File: src/rtl/alu_op_sequencer_if.sv
// Bundle of the command, ALU and response signals around alu_op_sequencer.
// Handshake rule for both cmd_* and rsp_*: a transfer happens on a rising clk
// edge where valid and ready are both high; the producer holds valid and its
// payload stable until that edge, and ready never depends on the same-cycle
// valid of the other side.
// The master modport is the sequencer view; the slave modport is the
// environment view (front-end, ALU and response consumer).
interface alu_op_sequencer_if;
    logic        cmd_valid;
    logic        cmd_ready;
    logic [3:0]  cmd_op;
    logic [31:0] cmd_a;
    logic [31:0] cmd_b;
    logic        cmd_use_acc;

    logic [31:0] alu_dat1;
    logic [31:0] alu_dat2;
    logic [3:0]  alu_control;
    logic [31:0] alu_result;
    logic        alu_n;
    logic        alu_c;
    logic        alu_v;

    logic        rsp_valid;
    logic        rsp_ready;
    logic [31:0] rsp_result;
    logic [3:0]  rsp_flags;
    logic        rsp_err;

    modport master (
        input  cmd_valid, cmd_op, cmd_a, cmd_b, cmd_use_acc,
        output cmd_ready,
        output alu_dat1, alu_dat2, alu_control,
        input  alu_result, alu_n, alu_c, alu_v,
        output rsp_valid, rsp_result, rsp_flags, rsp_err,
        input  rsp_ready
    );

    modport slave (
        output cmd_valid, cmd_op, cmd_a, cmd_b, cmd_use_acc,
        input  cmd_ready,
        input  alu_dat1, alu_dat2, alu_control,
        output alu_result, alu_n, alu_c, alu_v,
        input  rsp_valid, rsp_result, rsp_flags, rsp_err,
        output rsp_ready
    );
endinterface

File: src/rtl/alu_op_sequencer.sv
// alu_op_sequencer: takes one calculator command, drives the combinational
// ALU from registers, waits SETTLE_CYCLES, captures result and {N,Z,C,V},
// and offers them on the response port.
// Optional build macro ACC_CHAIN_EN adds a result accumulator that can stand
// in for operand A when cmd_use_acc is set.
// fsm_state exposes the FSM encoding (0 IDLE, 1 EXEC, 2 RESP) for debug.
module alu_op_sequencer #(
    parameter int SETTLE_CYCLES = 1,
    parameter int CNT_W         = 16
) (
    input  logic             clk,
    input  logic             rst_n,
    alu_op_sequencer_if.master bus,
    output logic             busy,
    output logic [CNT_W-1:0] op_count,
    output logic [1:0]       fsm_state
);

    typedef enum logic [1:0] {
        IDLE = 2'd0,
        EXEC = 2'd1,
        RESP = 2'd2
    } state_t;

    // Settle counter reload: the capture happens on the edge where it reads 0.
    localparam logic [3:0] SETTLE_LOAD = 4'(SETTLE_CYCLES - 1);
    localparam logic [3:0] OP_LAST     = 4'd5;

    state_t      state;
    logic [3:0]  settle_cnt;

    logic        cap_err;
    logic [31:0] cap_result;
    logic [3:0]  cap_flags;
    logic [31:0] opa_sel;

`ifdef ACC_CHAIN_EN
    logic [31:0] acc;

    // Operand A comes from the accumulator when the command asks for chaining.
    always_comb begin
        opa_sel = bus.cmd_a;
        if (bus.cmd_use_acc) begin
            opa_sel = acc;
        end
    end
`else
    logic unused_use_acc;
    assign unused_use_acc = bus.cmd_use_acc;

    // Without chaining, operand A is always the command operand.
    always_comb begin
        opa_sel = bus.cmd_a;
    end
`endif

    // Capture values: ALU outputs with a local zero flag, overridden for
    // opcodes the ALU does not define.
    always_comb begin
        cap_err    = (bus.alu_control > OP_LAST);
        cap_result = bus.alu_result;
        cap_flags  = {bus.alu_n, (bus.alu_result == 32'd0), bus.alu_c, bus.alu_v};
        if (cap_err) begin
            cap_result = 32'hFFFF_FFFF;
            cap_flags  = 4'b0000;
        end
    end

    assign fsm_state = state;

    // Sequencer FSM with all outputs registered; ALU inputs only change on accept.
    always_ff @(posedge clk or negedge rst_n) begin
        if (!rst_n) begin
            state           <= IDLE;
            settle_cnt      <= 4'd0;
            bus.cmd_ready   <= 1'b1;
            bus.alu_dat1    <= 32'd0;
            bus.alu_dat2    <= 32'd0;
            bus.alu_control <= 4'd0;
            bus.rsp_valid   <= 1'b0;
            bus.rsp_result  <= 32'd0;
            bus.rsp_flags   <= 4'd0;
            bus.rsp_err     <= 1'b0;
            busy            <= 1'b0;
            op_count        <= '0;
`ifdef ACC_CHAIN_EN
            acc             <= 32'd0;
`endif
        end else begin
            case (state)
                IDLE: begin
                    if (bus.cmd_valid && bus.cmd_ready) begin
                        bus.alu_dat1    <= opa_sel;
                        bus.alu_dat2    <= bus.cmd_b;
                        bus.alu_control <= bus.cmd_op;
                        settle_cnt      <= SETTLE_LOAD;
                        bus.cmd_ready   <= 1'b0;
                        busy            <= 1'b1;
                        state           <= EXEC;
                    end
                end

                EXEC: begin
                    if (settle_cnt == 4'd0) begin
                        bus.rsp_result <= cap_result;
                        bus.rsp_flags  <= cap_flags;
                        bus.rsp_err    <= cap_err;
                        bus.rsp_valid  <= 1'b1;
`ifdef ACC_CHAIN_EN
                        if (!cap_err) begin
                            acc <= cap_result;
                        end
`endif
                        state          <= RESP;
                    end else begin
                        settle_cnt <= settle_cnt - 4'd1;
                    end
                end

                RESP: begin
                    if (bus.rsp_ready) begin
                        bus.rsp_valid <= 1'b0;
                        op_count      <= op_count + 1'b1;
                        bus.cmd_ready <= 1'b1;
                        busy          <= 1'b0;
                        state         <= IDLE;
                    end
                end

                default: begin
                    state         <= IDLE;
                    bus.cmd_ready <= 1'b1;
                    bus.rsp_valid <= 1'b0;
                    busy          <= 1'b0;
                end
            endcase
        end
    end

endmodule

File: src/flat_wrapper.sv
// flat-port wrapper written by rule: the top's interface ports become plain ports
module alu_op_sequencer_flat 
#(
    parameter int SETTLE_CYCLES = 1,
    parameter int CNT_W         = 16
)
  (clk, rst_n, busy, op_count, fsm_state, bus_cmd_valid, bus_cmd_op, bus_cmd_a, bus_cmd_b, bus_cmd_use_acc, bus_cmd_ready, bus_alu_dat1, bus_alu_dat2, bus_alu_control, bus_alu_result, bus_alu_n, bus_alu_c, bus_alu_v, bus_rsp_valid, bus_rsp_result, bus_rsp_flags, bus_rsp_err, bus_rsp_ready);
  alu_op_sequencer_if bus_i ();
  input  logic clk;
  input  logic rst_n;
  output logic busy;
  output logic [CNT_W-1:0] op_count;
  output logic [1:0] fsm_state;
  input wire logic [$bits(bus_i.cmd_valid)-1:0] bus_cmd_valid;
  input wire logic [$bits(bus_i.cmd_op)-1:0] bus_cmd_op;
  input wire logic [$bits(bus_i.cmd_a)-1:0] bus_cmd_a;
  input wire logic [$bits(bus_i.cmd_b)-1:0] bus_cmd_b;
  input wire logic [$bits(bus_i.cmd_use_acc)-1:0] bus_cmd_use_acc;
  output wire logic [$bits(bus_i.cmd_ready)-1:0] bus_cmd_ready;
  output wire logic [$bits(bus_i.alu_dat1)-1:0] bus_alu_dat1;
  output wire logic [$bits(bus_i.alu_dat2)-1:0] bus_alu_dat2;
  output wire logic [$bits(bus_i.alu_control)-1:0] bus_alu_control;
  input wire logic [$bits(bus_i.alu_result)-1:0] bus_alu_result;
  input wire logic [$bits(bus_i.alu_n)-1:0] bus_alu_n;
  input wire logic [$bits(bus_i.alu_c)-1:0] bus_alu_c;
  input wire logic [$bits(bus_i.alu_v)-1:0] bus_alu_v;
  output wire logic [$bits(bus_i.rsp_valid)-1:0] bus_rsp_valid;
  output wire logic [$bits(bus_i.rsp_result)-1:0] bus_rsp_result;
  output wire logic [$bits(bus_i.rsp_flags)-1:0] bus_rsp_flags;
  output wire logic [$bits(bus_i.rsp_err)-1:0] bus_rsp_err;
  input wire logic [$bits(bus_i.rsp_ready)-1:0] bus_rsp_ready;
  assign bus_i.cmd_valid = bus_cmd_valid;
  assign bus_i.cmd_op = bus_cmd_op;
  assign bus_i.cmd_a = bus_cmd_a;
  assign bus_i.cmd_b = bus_cmd_b;
  assign bus_i.cmd_use_acc = bus_cmd_use_acc;
  assign bus_cmd_ready = bus_i.cmd_ready;
  assign bus_alu_dat1 = bus_i.alu_dat1;
  assign bus_alu_dat2 = bus_i.alu_dat2;
  assign bus_alu_control = bus_i.alu_control;
  assign bus_i.alu_result = bus_alu_result;
  assign bus_i.alu_n = bus_alu_n;
  assign bus_i.alu_c = bus_alu_c;
  assign bus_i.alu_v = bus_alu_v;
  assign bus_rsp_valid = bus_i.rsp_valid;
  assign bus_rsp_result = bus_i.rsp_result;
  assign bus_rsp_flags = bus_i.rsp_flags;
  assign bus_rsp_err = bus_i.rsp_err;
  assign bus_i.rsp_ready = bus_rsp_ready;
  alu_op_sequencer #(.SETTLE_CYCLES(SETTLE_CYCLES), .CNT_W(CNT_W)) u_core (.clk(clk), .rst_n(rst_n), .bus(bus_i), .busy(busy), .op_count(op_count), .fsm_state(fsm_state));
endmodule
File: config.mk
export PLATFORM = sky130hd
export DESIGN_NAME = alu_op_sequencer_flat
export DESIGN_NICKNAME = d
export VERILOG_FILES = /design/src/rtl/alu_op_sequencer_if.sv /design/src/rtl/alu_op_sequencer.sv /design/src/flat_wrapper.sv
export SDC_FILE = /design/constraint.sdc
export NUM_CORES = 1
export LEC_CHECK = 0
export ABC_CLOCK_PERIOD_IN_PS = 5100
export BUFFER_PORTS_ARGS = -buffer_cell sky130_fd_sc_hd__buf_2
export CAP_MARGIN = 5
export CORE_ASPECT_RATIO = 2
export CORE_MARGIN = 8
export CORE_UTILIZATION = 35
export CTS_CLUSTER_SIZE = 40
export DETAILED_ROUTE_END_ITERATION = 12
export HOLD_SLACK_MARGIN = 0.05
export SKIP_CTS_REPAIR_TIMING = 1
export SLEW_MARGIN = 10
export SYNTH_ARGS = -nofsm -noshare
export SYNTH_HDL_FRONTEND = slang
export SYNTH_SLANG_ARGS = --single-unit
File: constraint.sdc
create_clock -name clk -period 5.1 [get_ports clk]
set_clock_uncertainty 0.15 [all_clocks]
set_input_delay 0.255 -clock clk [delete_from_list [all_inputs] [get_ports clk]]
set_output_delay 0.255 -clock clk [all_outputs]
set_load 0.01 [all_outputs]
[After elaboration in Yosys (flattened, before gate mapping)]
Index checks and enable logic that the tools add are counted.
Word-level totals
  output and inout port bits: 126
  logic and storage cells: 52
  input port bits: 108
  register bits: 130
Operators by class
  add/sub/neg operators: 2
  mux-type cells: 17
  reduce and logical (&&, ||, !) cells: 12
  bitwise operators: 2
  $lt $le $gt $ge: 1
  eq/ne operators: 6
Operator list (number)
  zero test 32 bit: 1
  2-to-1 mux 32 bit: 1
  adder 16 x 1 -> 16 bit, second input constant: 1
  2-to-1 mux 4 bit: 3
  AND reduction 3 bit: 4
  case mux 1 bit (3 select lines): 3
  case mux 4 bit (2 select lines): 1
  2-to-1 mux 2 bit: 3
  case mux 2 bit (3 select lines): 1
  AND reduction 2 bit: 3
  2-to-1 mux 1 bit: 5
  > comparator 4 x 3 -> 1 bit, second input constant: 1
  zero test 4 bit: 1
  != test 2 x 1 -> 1 bit, second input constant: 2
  != test 2 bit, second input constant: 2
  subtractor 4 x 1 -> 4 bit, second input constant: 1
  == test 2 x 1 -> 1 bit, second input constant: 1
  == test 2 bit, second input constant: 1
  zero test 2 bit: 1
  inverter 1 bit: 2
  nonzero test 2 bit: 1
  logical AND 1 bit: 1

[Logic depth before layout (Yosys ltp)]
Gate-level depths: netlist (run 1).
  depth in word-level cells: 3
  gate-level depth with buffers: 8
  gate-level depth less buffers: 6

[Worst setup path before layout (run 1)]
OpenSTA, ideal clock, no wires.
  path type: reg-to-reg
  from: reg u_core.settle_cnt[0]
  to: reg u_core.bus.rsp_flags[0]
  arrival time: 1607 ps
  library setup time: 121 ps
  slack: 3222 ps
  cell stages (with the launch flop): 8
  clock period less this slack: 1878 ps
  buffers on the path: 2
  required time: 4829 ps
  cell sequence: dfrtp_1 > inv_1 > ha_1 > or3b_1 > buf_6 > or2_0 > buf_2 > a22o_1
On the way
  word-level cells in the longest chain between the ends: 2
RTL lines
  from (decl): RTL line alu_op_sequencer.sv:30  | logic [3:0] settle_cnt;
  from (signal assigned): RTL line alu_op_sequencer.sv:116  | settle_cnt <= settle_cnt - 4'd1;
  zero test 4 bit: RTL line alu_op_sequencer.sv:104  | if (settle_cnt == 4'd0) begin
  AND reduction 2 bit (no line)
  to (signal assigned): RTL line alu_op_sequencer.sv:106  | bus.rsp_flags <= cap_flags;
  to (decl): RTL line alu_op_sequencer_if.sv:35  | output rsp_valid, rsp_result, rsp_flags, rsp_err,
No other way between the ends.
A chain may end at the register's enable or synchronous reset.

[Final worst setup path (run 1)]
  from: reg u_core.bus.cmd_ready
  to: reg u_core.bus.alu_dat1[20]
On the way
  word-level cells in the longest chain between the ends: 2
RTL lines
  from (decl): RTL line alu_op_sequencer_if.sv:32  | output cmd_ready,
  from (signal assigned): RTL line alu_op_sequencer.sv:76  | bus.cmd_ready <= 1'b1;
  from (signal assigned): RTL line alu_op_sequencer.sv:97  | bus.cmd_ready <= 1'b0;
  from (signal assigned): RTL line alu_op_sequencer.sv:124  | bus.cmd_ready <= 1'b1;
  logical AND 1 bit: RTL line alu_op_sequencer.sv:92  | if (bus.cmd_valid && bus.cmd_ready) begin
  AND reduction 2 bit (no line)
  to (signal assigned): RTL line alu_op_sequencer.sv:93  | bus.alu_dat1 <= opa_sel;
  to (decl): RTL line alu_op_sequencer_if.sv:33  | output alu_dat1, alu_dat2, alu_control,
No other way between the ends.

==> results.yml, run 1 <==
critical_path:
  cp_num_buf_inv: 1
  worstPathMaxFanout: 66
  startpoint_type: "flip-flop"
  arrival_ns: 2.71
  crit_path_cell_trace: "nor4bb_4, buf_4, mux2_2"
  critPathRequiredTime_ns: 5.23
  critPathMaxStageDelay_ns: 0.74
  crit_family: "buffers and inverters"
  endpoint_kind: "flip-flop"
  crit_type: "reg2reg"
  slowest_stage: "buf_4"
  worstSetupStartpoint: "u_core.bus.cmd_ready$_DFFE_PN1P_"
  reg2reg_from: "u_core.bus.cmd_ready$_DFFE_PN1P_"
synth:
  yosys.area_share.simple_pct: 6.43
  yosys.area_share.adder_pct: 0.493
  synth_fp_nets: 454
  netlist_top_cells_count: "129 x dfrtp_1, 69 x mux2_2, 33 x o22a_1, 15 x xnor2_1, 10 x nand3_1"
  synthXorXnorAreaFrac_pct: 2.93
  synth_ff_type: "dfrtp_1"
  syn_inst: 344
  ys_types: 37
  ys_ff_latch: 130
  synth_compound_area_share_pct: 7.66
  synth_edf_count: 0
  netlist_area_um2: 5080
  ys_seq_area_share_pct: 64.1
  synth.most_common_cell: "dfrtp_1"
  synth_top_family_by_area: "multiplexers"
  syn_area_per_cell_um2: 14.8
  yosys.area.top_type: "dfrtp_1"
  synthMuxAreaShare_pct: 15.3
  synth_top_area_share_pct: 63.6
  ys_warn_count: 0
  synthArstFlopShare_pct: 100
  yosys-top-cells-area: "dfrtp_1 64%, mux2_2 15%, o22a_1 5.7%"
sta:
  rsz0062_at_grt: "no"
  fin_crit_sh_pct: 50.8
  whs_ns: 0.323
  finalMaxSlewViolations: 0
  hold_viol_final: 0
  worst_pin_slew_ns: 0.934
  setup_violations: 0
  fin_tns_setup_ns: 0
  slew_headroom_pct: 37.8
  fmax_mhz: 386
  period_needed_ns: 2.59
drt:
  dr.pass1.iters: 4
  via_per_inst: 4.66
  drc: 0
  drt_iter0_drc: 104
  wl_per_cell_um: 17.0
  drt-total-wl_mm: 15.1
  postRouteAntennaNets: 0
  vias: 4148
die:
  core_area_um2: 14300
  initial_core_util_pct: 35.6
  rows: 62
  io_pins: 234
  die_w_um: 101
  die-area_um2: 18900
  die_h_um: 186
clock_network:
  cts_sinks: 130
  cts_tree: "yes"
  clock_path_buffers: 2
  numCtsBuffers: 17
  cts.htree.levels: 4
  root_buffer: "clkbuf_16"
  clkTransAtPathRegs_ns: 0.06
  worstSkewPairLatency_ns: 0.40
placement:
  io_buffers: 232
  placed_cell_area_um2: 6380
  dp_hpwl_mm: 10.7
  routabilityCongestion: 0.805
cells_and_area:
  nFillCells: 1255
  layout-drive-gt1-share_pct: 48.9
  area_growth_pct: 58.4
  nNetsFinal: 795
  final_area_um2: 8040
grt:
  grt_overflow: 0
  antenna_found_initial: 1
  grt_pass1_vias: 4258
  grtUsageMet2_pct: 28.3
  grt_max_degree: 74
  grtUsageMet1_pct: 13.5
  grt_usage_pct: 15.0
  grt_pass1_wl_mm: 22.0
  met3_usage_pct: 5.26
  top_usage_layer: "met2"
worst_hold_path:
  holdCritStartpoint: "u_core.op_count[15]$_DFFE_PN0P_"
  hp-class: "reg2reg"
power_and_ir_drop:
  p_leak_nw: 3.92
  p_per_area_nw_per_um2: 527
  ir_drop_v: 0.000324
run:
  maxCapViolations: 0
run_status:
  status: "finished clean"
## flip-flops by register name (all words and copies together), names as in the netlist
name / count
u_core.bus.alu_dat1: 32
u_core.bus.alu_dat2: 32
u_core.bus.rsp_result: 32
u_core.op_count: 16
u_core.bus.alu_control: 4
u_core.bus.rsp_flags: 4
u_core.settle_cnt: 4
u_core.fsm_state: 2
u_core.bus.cmd_ready: 1
u_core.bus.rsp_err: 1
u_core.bus.rsp_valid: 1
u_core.busy: 1
## cells in the final DEF (no fill, tap or decap), types with 2 or more instances in the layout
| master | count |
|---|---|
| nand3_1 | 10 |
| o21ai_0 | 3 |
| nor2_1 | 9 |
| ha_1 | 2 |
| dlygate4sd3_1 | 106 |
| clkinvlp_4 | 5 |
| buf_2 | 231 |
| o22a_1 | 33 |
| nor3_1 | 2 |
| bufinv_16 | 2 |
| inv_1 | 5 |
| xnor2_1 | 15 |
| nand4_1 | 6 |
| o31ai_1 | 2 |
| dfrtp_1 | 129 |
| and3_1 | 2 |
| xor2_1 | 2 |
| a22o_1 | 3 |
| nor4_1 | 7 |
| mux2_2 | 69 |
| nand2_1 | 6 |
| clkbuf_8 | 3 |
| clkinv_2 | 3 |
| buf_4 | 4 |
| a21oi_1 | 4 |
| nand2b_1 | 2 |
| inv_6 | 2 |
| clkbuf_16 | 17 |
## logic make-up (layout without fill, tap and decap cells)
logic type,count (synthesis),in the layout
other,0,1
muxes,69,69
and+or+nand+nor,55,55
AOI/OAI and AO/OA,47,47
buffers and inverters,24,378
adders and majority gates,2,2
xor gates and xnor gates,17,17
DFF,130,130
## layer usage
metal,vias to the layer above,part of all wire [%]
met5,-,0
met4,0,3.1
met3,29,6.4
met2,146,57
met1,2048,33
li1,1925,-
## per-stage QoR
step                instances  worst slack, ns  total power [mW]  util [%]
floorplan                 344             3.22              2.36         -
global placement          752             2.55              2.96      44.7
detailed placement        752             2.46              3.01      44.7
CTS                       784             2.45              4.25      48.9
global route              891             2.31              4.49      56.3
finish                    891             2.51              4.24      56.3
## worst reg2reg max path: stages, from the launching register on
cell and delay, ns:
dfstp_2 0.55, nor4bb_4 0.55, buf_4 0.74, mux2_2 0.48
## worst paths after layout
check,slack [ns],endpoint,cells past startpoint
setup / recovery,2.51,u_core.bus.alu_dat1[20]$_DFFE_PN0P_,3
hold / removal,0.32,u_core.op_count[15]$_DFFE_PN0P_,1
setup reg to reg,2.51,u_core.bus.alu_dat1[20]$_DFFE_PN0P_,3
hold reg to reg,0.32,u_core.op_count[15]$_DFFE_PN0P_,1
max in group asynchronous,3.68,u_core.bus.alu_dat2[17]$_DFFE_PN0P_,3
min in group asynchronous,0.42,u_core.bus.alu_dat2[27]$_DFFE_PN0P_,3
## layout make-up
class	instances	area [µm²]	share of cell area (%)
Sequential cell	130	3250	40.5
Timing Repair Buffer	341	2250	27.9
Multi-Input combinational cell	190	1680	20.9
Clock buffer	20	467	5.80
Tap cell	192	240	2.99
Clock inverter	12	130	1.62
Inverter	5	18.8	0.233
Antenna cell	1	2.50	0.0311
## power by group
part | internal, mW | total [mW] | switching, mW
Combinational | 0.702 | 1.35 | 0.647
Sequential | 1.47 | 1.69 | 0.223
Clock | 0.759 | 1.20 | 0.445
No activity file was read; power rests on OpenSTA's default activity.
==> run 2: changes to the inputs <==
--- a/config.mk
+++ b/config.mk
@@ -5,7 +5,7 @@
 export SDC_FILE = /design/constraint.sdc
 export NUM_CORES = 1
 export LEC_CHECK = 0
-export ABC_CLOCK_PERIOD_IN_PS = 5100
+export ABC_CLOCK_PERIOD_IN_PS = 2600
 export BUFFER_PORTS_ARGS = -buffer_cell sky130_fd_sc_hd__buf_2
 export CAP_MARGIN = 5
 export CORE_ASPECT_RATIO = 2
==> constraint.sdc (replaced) <==
create_clock -name clk -period 2.6 [get_ports clk]
set_clock_uncertainty 0.15 [all_clocks]
set_input_delay 0.13 -clock clk [delete_from_list [all_inputs] [get_ports clk]]
set_output_delay 0.13 -clock clk [all_outputs]
set_load 0.01 [all_outputs]
==> results.yml, run 2 (synthesized netlist as in run 1, its figures left out) <==
run_status:
  status: "finished clean"
die:
  io_pins: 234
  core_area_um2: 14300
  die-area_um2: 18900
  die_h_um: 186
  die_w_um: 101
  rows: 62
  initial_core_util_pct: 35.6
critical_path:
  critPathRequiredTime_ns: 2.78
  worstPathMaxFanout: 20
  endpoint_kind: "flip-flop"
  startpoint_type: "flip-flop"
  crit_path_cell_trace: "inv_1, ha_1, or3b_1, nor2_8, buf_4, and2_1, a22o_1"
  slowest_stage: "or3b_1"
  critPathMaxStageDelay_ns: 0.51
  crit_family: "simple AND/OR/NAND/NOR gates"
  crit_type: "reg2reg"
  arrival_ns: 2.49
  cp_num_buf_inv: 2
power_and_ir_drop:
  p_per_area_nw_per_um2: 1050
  p_leak_nw: 3.97
  ir_drop_v: 0.000596
sta:
  layout_setup_ws_ns: 0.288
  hold_viol_final: 0
  finalMaxSlewViolations: 0
  fmax_mhz: 432
  period_needed_ns: 2.31
  slew_headroom_pct: 52.0
  setup_violations: 0
  worst_pin_slew_ns: 0.720
  rsz0062_at_grt: "no"
  fin_tns_setup_ns: 0
  fin_crit_sh_pct: 88.9
run:
  maxCapViolations: 0
cells_and_area:
  layout_common_cells: "231 x buf_2, 129 x dfrtp_1, 106 x dlygate4sd3_1, 69 x mux2_2, 33 x o22a_1"
  area_growth_pct: 60.3
  layout-drive-gt1-share_pct: 49.0
  antenna_cells: 0
  layout_commonest_cell: "buf_2"
  final_area_um2: 8140
  nNetsFinal: 797
  largest_registers: "u_core.bus.alu_dat1: 32 flops, u_core.bus.alu_dat2: 32 flops, u_core.bus.rsp_result: 32 flops"
clock_network:
  clkTransAtPathRegs_ns: 0.07
  clock_path_buffers: 2
  cts.htree.levels: 4
  cts_tree: "yes"
  numCtsBuffers: 17
  root_buffer: "clkbuf_16"
  cts_sinks: 130
  worstSkewPairLatency_ns: 0.40
placement:
  io_buffers: 232
  pre_cts_ws_ns: 0.292
  placed_cell_area_um2: 6430
  routabilityCongestion: 0.826
  dp_hpwl_mm: 10.8
grt:
  grt_max_degree: 54
  grt_usage_pct: 15.2
  grt_pass1_wl_mm: 22.4
  grt_pass1_vias: 4126
  grt_overflow: 0
  antenna_found_initial: 0
drt:
  drc: 0
  dr.pass1.iters: 4
  drt-total-wl_mm: 15.7
  drt_iter0_drc: 64
  wl_per_cell_um: 17.6
  postRouteAntennaNets: 0
  vias: 4192
  via_per_inst: 4.70
worst_hold_path:
  hp-class: "in2async"
run 2: routing by layer:
layer | share of wire (%) | up-vias | routed length [µm] | global-route usage (%)
met1 | 33 | 2051 | 5250 | 14.9
met5 | 0 | - | 0 | 0
met3 | 7.5 | 35 | 1170 | 5.26
met2 | 56 | 171 | 8710 | 27.4
met4 | 3.5 | 0 | 548 | 6.99
li1 | - | 1935 | - | -
run 2: final timing paths:
path	start	endpoint	slack (ns)	depth (start not counted)
max	u_core.settle_cnt[0]$_DFFE_PN0P_	u_core.bus.rsp_flags[0]$_DFFE_PN0P_	0.29	7
min	rst_n	u_core.bus.alu_dat2[19]$_DFFE_PN0P_	0.19	2
max reg2reg	u_core.settle_cnt[0]$_DFFE_PN0P_	u_core.bus.rsp_flags[0]$_DFFE_PN0P_	0.29	7
min reg2reg	u_core.op_count[15]$_DFFE_PN0P_	u_core.op_count[15]$_DFFE_PN0P_	0.32	1
max in group asynchronous	rst_n	u_core.bus.alu_dat2[8]$_DFFE_PN0P_	1.37	3
min in group clk	u_core.op_count[15]$_DFFE_PN0P_	u_core.op_count[15]$_DFFE_PN0P_	0.32	1
run 2: worst register-to-register path: stages (launching register included):
cell     delay (ns)
dfrtp_1        0.37
inv_1          0.09
ha_1           0.17
or3b_1         0.51
nor2_8         0.28
buf_4          0.30
and2_1         0.23
a22o_1         0.15
run 2: metrics by stage:
stage | instances | power (mW) | util, % | hold WS (ns)
6_report | 892 | 8.56 | 57.0 | 0.190
5_1_grt | 892 | 9.05 | 57.0 | 0.277
4_1_cts | 786 | 8.55 | 49.6 | -0.362
3_5_place_dp | 754 | 5.91 | 45.1 | 0.0806
3_3_place_gp | 754 | 5.82 | 45.1 | 0.0668
2_1_floorplan | 344 | 4.63 | - | -0.316
run 2: power by group:
| group | leakage [nW] | switching, mW | total [mW] | internal, mW |
|---|---|---|---|---|
| Combinational | 2.05 | 1.25 | 2.63 | 1.38 |
| Clock | 0.313 | 0.957 | 2.59 | 1.64 |
| Sequential | 1.61 | 0.463 | 3.34 | 2.87 |
run 2: area by class of cell:
type                       instances  area [µm²]
fill                            1214        6130
sequential                       130        3250
clock inverter                    15         220
clock buffer                      17         425
inverter                           5        18.8
tap                              192         240
timing repair buffer             343        2300
multi-input combinational        190        1680
==> run 3: changes to the inputs <==
--- a/config.mk
+++ b/config.mk
@@ -6,13 +6,13 @@
 export NUM_CORES = 1
 export LEC_CHECK = 0
 export ABC_CLOCK_PERIOD_IN_PS = 2600
-export BUFFER_PORTS_ARGS = -buffer_cell sky130_fd_sc_hd__buf_2
 export CAP_MARGIN = 5
 export CORE_ASPECT_RATIO = 2
 export CORE_MARGIN = 8
 export CORE_UTILIZATION = 35
 export CTS_CLUSTER_SIZE = 40
 export DETAILED_ROUTE_END_ITERATION = 12
+export DONT_BUFFER_PORTS = 1
 export HOLD_SLACK_MARGIN = 0.05
 export SKIP_CTS_REPAIR_TIMING = 1
 export SLEW_MARGIN = 10
==> results.yml, run 3 (synthesized netlist as in run 1, its figures left out) <==
critical_path:
  worstSetupStartpoint: "u_core.settle_cnt[0]$_DFFE_PN0P_"
  slowest_stage: "or3b_1"
  startpoint_type: "flip-flop"
  crit_type: "reg2reg"
  reg2reg_from: "u_core.settle_cnt[0]$_DFFE_PN0P_"
  cp_num_buf_inv: 2
  endpoint_kind: "flip-flop"
  critPathRequiredTime_ns: 2.78
  critPathMaxStageDelay_ns: 0.51
  crit_path_cell_trace: "inv_1, ha_1, or3b_1, nor2_8, buf_4, and2_1, a22o_1"
  arrival_ns: 2.45
  worstPathMaxFanout: 34
  crit_family: "simple AND/OR/NAND/NOR gates"
sta:
  slew_headroom_pct: 72.3
  setup_violations: 0
  period_needed_ns: 2.27
  rsz0062_at_grt: "no"
  layout_setup_ws_ns: 0.332
  fin_crit_sh_pct: 87.2
  fmax_mhz: 441
  worst_pin_slew_ns: 0.414
  hold_viol_final: 130
  whs_ns: -0.731
  fin_tns_setup_ns: 0
  finalMaxSlewViolations: 0
cells_and_area:
  layout_common_cells: "129 x dfrtp_1, 105 x dlygate4sd3_1, 69 x mux2_2, 33 x o22a_1, 17 x clkbuf_16"
  layout_commonest_cell: "dfrtp_1"
  layout-drive-gt1-share_pct: 23.2
  nNetsFinal: 563
  largest_registers: "u_core.bus.alu_dat1: 32 flops, u_core.bus.alu_dat2: 32 flops, u_core.bus.rsp_result: 32 flops"
  area_growth_pct: 36.4
  fin_util_pct: 48.5
die:
  core_area_um2: 14300
  die_w_um: 101
  die-area_um2: 18900
  rows: 62
  io_pins: 234
  initial_core_util_pct: 35.6
  die_h_um: 186
power_and_ir_drop:
  p_per_area_nw_per_um2: 1110
  p_sw_mw: 2.39
  switching_share_pct: 31.1
  power_frac_seq_pct: 52.1
  p_int_mw: 5.28
  p_comb_share_pct: 15.0
  p_leak_nw: 2.97
  ir_drop_v: 0.000549
  pwr-share-clk_pct: 32.9
drt:
  drc: 0
  dr.pass1.iters: 4
  drt-total-wl_mm: 13.5
  wl_per_cell_um: 20.5
  drt_iter0_drc: 54
  via_per_inst: 4.96
  postRouteAntennaNets: 0
  vias: 3276
clock_network:
  cts_sinks: 130
  root_buffer: "clkbuf_16"
  cts.htree.levels: 4
  clock_path_buffers: 2
  numCtsBuffers: 17
  cts_tree: "yes"
  clkTransAtPathRegs_ns: 0.06
  worstSkewPairLatency_ns: 0.40
grt:
  grt_max_degree: 131
  antenna_found_initial: 3
  grt_pass1_wl_mm: 19.1
  grt_overflow: 0
  grt_usage_pct: 13.3
  grt_pass1_vias: 3315
placement:
  pre_cts_ws_ns: 0.343
  dp_hpwl_mm: 9.23
  io_buffers: 0
  routabilityCongestion: 0.769
worst_hold_path:
  hp-class: "in2async"
run:
  maxCapViolations: 0
run_status:
  status: "finished, violations left"
  violations: "hold timing"
[run 3: cell count changes in the layout (fill, tap and decap cells not counted), moves of 2 or more]
cell | previous run | this run
buf_12 | 3 | 1
buf_2 | 231 | 0
clkbuf_1 | 0 | 2
inv_8 | 2 | 0
diode_2 | 0 | 3
[run 3: area by class of cell]
type / instances / area (µm²)
inverter: 5 / 18.8
sequential: 130 / 3250
tap: 192 / 240
multi-input combinational: 190 / 1680
fill: 1262 / 7350
clock inverter: 13 / 199
clock buffer: 19 / 433
antenna: 3 / 7.51
timing repair buffer: 109 / 1090
[run 3: metal layers]
metal / global-route usage (%) / vias up / part of all wire (%)
li1: - / 1467 / -
met1: 11.5 / 1643 / 30
met2: 24.1 / 143 / 58
met3: 5.52 / 23 / 9.5
met4: 7.74 / 0 / 2.7
met5: 0 / - / 0
[run 3: final timing paths]
path                                                  endpoint  slack [ns]  cells after the start
max                        u_core.bus.rsp_flags[3]$_DFFE_PN0P_        0.33                      7
min                        u_core.bus.alu_dat2[19]$_DFFE_PN0P_       -0.73                      0
max reg2reg                u_core.bus.rsp_flags[3]$_DFFE_PN0P_        0.33                      7
min reg2reg                   u_core.settle_cnt[3]$_DFFE_PN0P_        0.39                      2
max in group asynchronous     u_core.bus.cmd_ready$_DFFE_PN1P_        2.76                      0
min in group clk           u_core.bus.alu_dat2[21]$_DFFE_PN0P_        0.26                      2
[run 3: power by group through the flow]
stage          logic, mW  registers [mW]  clock network [mW]
2_1_floorplan      0.910            3.72                   0
3_3_place_gp       0.961            4.03                   0
3_5_place_dp        1.02            4.04                   0
4_1_cts             1.02            4.02                2.60
5_1_grt             1.26            4.11                2.71
6_report            1.15            3.99                2.52
[run 3: through the flow]
step	cell area [µm²]	std cells	power, mW	hold slack, ns
5_1_grt	6930	661	8.07	-0.764
2_1_floorplan	5080	344	4.63	-0.316
3_5_place_dp	5240	521	5.06	-0.312
3_3_place_gp	5240	521	4.99	-0.312
4_1_cts	5870	553	7.64	-0.755
6_report	6930	661	7.67	-0.731
